**config.mk**
```make
export PLATFORM = sky130hd
export DESIGN_NAME = min_pipe_stage
export DESIGN_NICKNAME = d
export VERILOG_FILES = /design/src/rtl/min_pipe_stage.sv
export SDC_FILE = /design/constraint.sdc
export NUM_CORES = 1
export LEC_CHECK = 0
export BUFFER_PORTS_ARGS = -buffer_cell sky130_fd_sc_hd__buf_2
export CAP_MARGIN = 25
export CORE_UTILIZATION = 58
export DETAILED_ROUTE_END_ITERATION = 7
export PLACE_DENSITY = 0.85
export SETUP_SLACK_MARGIN = 0.15
export SYNTH_ARGS = -nofsm -noshare
export SYNTH_HDL_FRONTEND = slang
export SYNTH_SLANG_ARGS = --single-unit
export TNS_END_PERCENT = 1
```
**constraint.sdc**
```tcl
create_clock -name clk -period 9.3 [get_ports clk]
set_clock_uncertainty 0.1 [all_clocks]
set_input_delay 0.465 -clock clk [delete_from_list [all_inputs] [get_ports clk]]
set_output_delay 0.465 -clock clk [all_outputs]
set_load 0.005 [all_outputs]
```
**src/rtl/min_pipe_stage.sv**
```systemverilog
// Elastic pipeline register between minimum-search stages: main + skid buffer,
// registered handshake, synchronous flush and a saturating downstream-stall counter.
module min_pipe_stage #(
    parameter int unsigned IDX_W   = 16,
    parameter int unsigned VAL_W   = 14,
    parameter int unsigned NUM_MIN = 2,
    parameter int unsigned STALL_W = 16
) (
    input  logic                       clk,
    input  logic                       rst,
    input  logic                       flush,
    input  logic                       in_valid,
    output logic                       in_ready,
    input  logic                       in_trigger,
    input  logic [NUM_MIN*IDX_W-1:0]   in_index,
    input  logic [NUM_MIN*VAL_W-1:0]   in_value,
    output logic                       out_valid,
    input  logic                       out_ready,
    output logic                       out_trigger,
    output logic [NUM_MIN*IDX_W-1:0]   out_index,
    output logic [NUM_MIN*VAL_W-1:0]   out_value,
    output logic [STALL_W-1:0]         stall_count
);

    localparam int unsigned IW = NUM_MIN * IDX_W;
    localparam int unsigned VW = NUM_MIN * VAL_W;
    localparam logic [STALL_W-1:0] STALL_MAX = '1;

    typedef enum logic [1:0] {
        EMPTY = 2'd0,
        ONE   = 2'd1,
        TWO   = 2'd2
    } state_e;

    state_e               state_q;
    logic                 in_ready_q;
    logic                 main_valid_q;
    logic                 main_trig_q;
    logic [IW-1:0]        main_idx_q;
    logic [VW-1:0]        main_val_q;
    logic                 skid_valid_q;
    logic                 skid_trig_q;
    logic [IW-1:0]        skid_idx_q;
    logic [VW-1:0]        skid_val_q;
    logic [STALL_W-1:0]   stall_q;

    logic accept;
    logic consume;

    assign accept  = in_valid && in_ready_q;
    assign consume = main_valid_q && out_ready;

    // Handshake FSM; in_ready is a pure function of the registered state.
    always_ff @(posedge clk or posedge rst) begin
        if (rst) begin
            state_q      <= EMPTY;
            in_ready_q   <= 1'b1;
            main_valid_q <= 1'b0;
            main_trig_q  <= 1'b0;
            main_idx_q   <= '0;
            main_val_q   <= '0;
            skid_valid_q <= 1'b0;
            skid_trig_q  <= 1'b0;
            skid_idx_q   <= '0;
            skid_val_q   <= '0;
            stall_q      <= '0;
        end else begin
            if (main_valid_q && !out_ready && (stall_q != STALL_MAX)) begin
                stall_q <= stall_q + STALL_W'(1);
            end

            if (flush) begin
                state_q      <= EMPTY;
                in_ready_q   <= 1'b1;
                main_valid_q <= 1'b0;
                skid_valid_q <= 1'b0;
            end else begin
                case (state_q)
                    EMPTY: begin
                        if (accept) begin
                            main_trig_q  <= in_trigger;
                            main_idx_q   <= in_index;
                            main_val_q   <= in_value;
                            main_valid_q <= 1'b1;
                            state_q      <= ONE;
                        end
                    end
                    ONE: begin
                        if (accept && consume) begin
                            main_trig_q <= in_trigger;
                            main_idx_q  <= in_index;
                            main_val_q  <= in_value;
                        end else if (consume) begin
                            main_valid_q <= 1'b0;
                            state_q      <= EMPTY;
                        end else if (accept) begin
                            skid_trig_q  <= in_trigger;
                            skid_idx_q   <= in_index;
                            skid_val_q   <= in_value;
                            skid_valid_q <= 1'b1;
                            in_ready_q   <= 1'b0;
                            state_q      <= TWO;
                        end
                    end
                    TWO: begin
                        if (consume) begin
                            main_trig_q  <= skid_trig_q;
                            main_idx_q   <= skid_idx_q;
                            main_val_q   <= skid_val_q;
                            skid_valid_q <= 1'b0;
                            in_ready_q   <= 1'b1;
                            state_q      <= ONE;
                        end
                    end
                    default: begin
                        state_q      <= EMPTY;
                        in_ready_q   <= 1'b1;
                        main_valid_q <= 1'b0;
                        skid_valid_q <= 1'b0;
                    end
                endcase
            end
        end
    end

    assign in_ready    = in_ready_q;
    assign out_valid   = main_valid_q;
    assign out_trigger = main_trig_q;
    assign out_index   = main_idx_q;
    assign out_value   = main_val_q;
    assign stall_count = stall_q;

endmodule
```
==> reports/results.tsv <==
metric	value	unit
synth-simple-area-share	0.0427	
synth_cell_type_count	35	
status	complete, no violations	
p_leak	3.59	nW
min-delay-start	in_value[9]	
ctsRootBufferMaster	clkbuf_8	
syn_nets	490	
cts_buffers	17	
muxShareOfSynthArea	0.337	
worstPathRequired	9600	ps
instances_no_fill	720	
synthAdderAreaFrac	0.00197	
cts.reportedPaths.clkPinSlew	60	ps
regArea	3550	um2
grt_usage	0.244	
cp_max_fo	61	
yosysTopAreaCell	dfrtp_1	
synth_top_family_by_area	multiplexers	
yosys-top-cells-area	dfrtp_1 (56%), mux2_2 (28%), mux2_4 (4.5%)	
slew_viol_final	0	
setup_viol	0	
crit_family	buffers and inverters	
finalSetupTns	0	ps
crit_buf_inv	1	
endpoint_kind	flip-flop	
r2r_start	in_ready	
p_seq_frac	0.452	
ir_drop	0.174	mV
fin_ws	6780	ps
yosys_warnings	0	
synth-seq-cells	142	
arrival	2810	ps
gr-usage-met2	0.406	
finalHoldViolCount	0	
busiest_layer	met2	
ys_async_sr_fraction	1.00	
finalCoreUtilization	0.739	
worstSetupPathType	reg2reg	
cp-start-kind	flip-flop	
synthCells	423	
worstReg2RegEnd	out_index[25]	
dp.cells	687	
worst_pin_slew	962	ps
cts_setup_buffers	0	
final_area	7730	um2
yosysSeqAreaShare	0.560	
synth_edf_count	0	
drt_pass1_iterations	4	
diodes	0	
grt_max_degree	79	
cp_slowest_cell	buf_4	
fin_crit_sh	0.271	
gr-usage-met3	0.0723	
gp_congestion	0.852	
htreeDepth	4	
clock_sinks	142	
drtIter0Drc	124	
min_path_cells	2	
holdPathEnd	skid_val_q[9]	
rows	37	
vias	3986	
multiInputGateArea	2650	um2
use_met1	0.293	
hold_ws	74.1	ps
dp_slack	6780	ps
placed_cell_area	7140	um2
die_w	107	um
overflow	0	
power	2.35	mW
clock_latency	520	ps
cts_tree	yes	
power_frac_clock	0.280	
synthXorXnorAreaFrac	0.0207	
p_per_area	304	nW/um2
r2r_cells	5	
p_sw	649	uW
die_h	107	um
ant_nets	0	
rsz0062_at_grt	false	
drive_gt1_frac	0.622	
grt_pass1_vias	4247	
maxCapViolCount	0	
p_int	1.70	mW
vias_per_cell	5.54	
crit_path_max_incr_delay	630	ps
initial_core_util	0.607	
power_frac_comb	0.268	
slew_headroom	0.359	
wl_per_cell	18.1	um
synth_area	6350	um2
synth_ff_type	dfrtp_1	
rrSetupSlack	6780	ps
synth_top_area_frac	0.555	
wl	13.0	mm
fmax	0.397	GHz
grt_pass1_wl	21.0	mm
antenna_found_initial	0	
fp.dieArea	11400	um2
top_level_ports	145	
core_region_area	10500	um2
path_cells	nand2_1 -> o32a_1 -> nor2_4 -> buf_4 -> mux2_2	
drc	0	
avgSynthCellArea	15.0	um2
fin_nets	638	
port_buffers	144	
hp-class	in2reg	
cts_buffer_depth	2	
fin_crit	2520	ps
fillers	690	
area_delta_synth_final	21.8	%
dpl.hpwl	8.15	mm
sw_frac_of_total	0.276	
synth-compound-area-share	0.0130	
==> what timing repair did <==
action,4_1_cts,5_1_grt
gates resized for setup,0,0
endpoints found under the hold margin,64,0
hold buffers,1,0
==> layout by cell type (no fill, tap or decap), types with 3 or more instances in the layout <==
master | Yosys | final
mux2_1 | 6 | 6
clkbuf_8 | 0 | 5
nand2_1 | 9 | 9
and3_1 | 3 | 3
mux2_4 | 19 | 19
nand4_1 | 8 | 8
nand3_1 | 3 | 3
and2_1 | 3 | 3
mux2_2 | 159 | 159
buf_2 | 2 | 144
nor2_1 | 5 | 5
nor3_1 | 4 | 4
clkbuf_16 | 0 | 16
clkinv_2 | 0 | 3
xnor2_1 | 8 | 8
o21ai_0 | 3 | 3
dfrtp_1 | 141 | 141
nor4_1 | 4 | 4
a21oi_1 | 3 | 3
xor2_1 | 7 | 7
buf_4 | 6 | 4
==> worst reg2reg max path, cell delays in order (launching register included) <==
cell     delay [ps]
dfstp_2         550
nand2_1         140
o32a_1          400
nor2_4           80
buf_4           630
mux2_2          490
==> per-layer routing <==
layer,vias up,share of wire
li1,1825,-
met1,2014,0.41
met2,126,0.51
met3,21,0.056
met4,0,0.020
met5,-,0
==> registers in the layout, indices dropped and copies added, names as in the netlist <==
signal and flops:
out_valid 1, state_q 2, skid_idx_q 32, skid_trig_q 1, out_trigger 1, out_value 28
out_index 32, in_ready 1, skid_val_q 28, stall_count 16
==> Yosys cell counts (2+ instances only) <==
cell type,count
nand2b_1,3
buf_4,6
xnor2_1,8
nand4_1,8
and2_1,3
nor3_1,4
nand3_1,3
mux2_1,6
dfrtp_1,141
mux2_2,159
nor4_1,4
nor2_1,5
inv_1,3
clkbuf_1,5
and3_1,3
a21oi_1,3
mux2_4,19
xor2_1,7
buf_2,2
o21ai_0,3
nand2_1,9
buf_6,6
==> worst max-delay path by stage <==
| stage | start | end | slack, ps | cells after the start |
|---|---|---|---|---|
| final | in_ready | out_index[25] | 6780 | 5 |
| after global placement | in_valid | out_index[3] | 6840 | 6 |
| after detailed placement | in_valid | out_value[5] | 6780 | 6 |
| after global routing | in_ready | out_index[25] | 6690 | 5 |
| after floorplan | rst | out_index[0] | 4930 | 1 |
| after CTS | in_ready | out_index[5] | 6790 | 5 |
==> cell type report <==
type                       instances  area share
sequential                       142       0.460
clock buffer                      23      0.0616
multi-input combinational        258       0.342
timing repair buffer             149      0.0984
inverter                           3     0.00210
tap                              136      0.0220
clock inverter                     9      0.0139
==> power by group through the flow <==
stage,Sequential [mW],Clock [mW],Combinational (mW)
floorplan,1.04,0,0.389
detailed placement,1.06,0,0.634
global placement,1.04,0,0.603
CTS,1.06,0.669,0.642
global route,1.10,0.699,0.686
finish,1.06,0.659,0.631
==> cell families after synthesis <==
logic type                 count (synthesis)
muxes                                    184
adders and majority gates                  1
DFF                                      142
buffers and inverters                     23
and+or+nand+nor                           47
AOI/OAI and AO/OA                         11
xor gates and xnor gates                  15
Note: power is estimated with default switching activity, not from simulation.
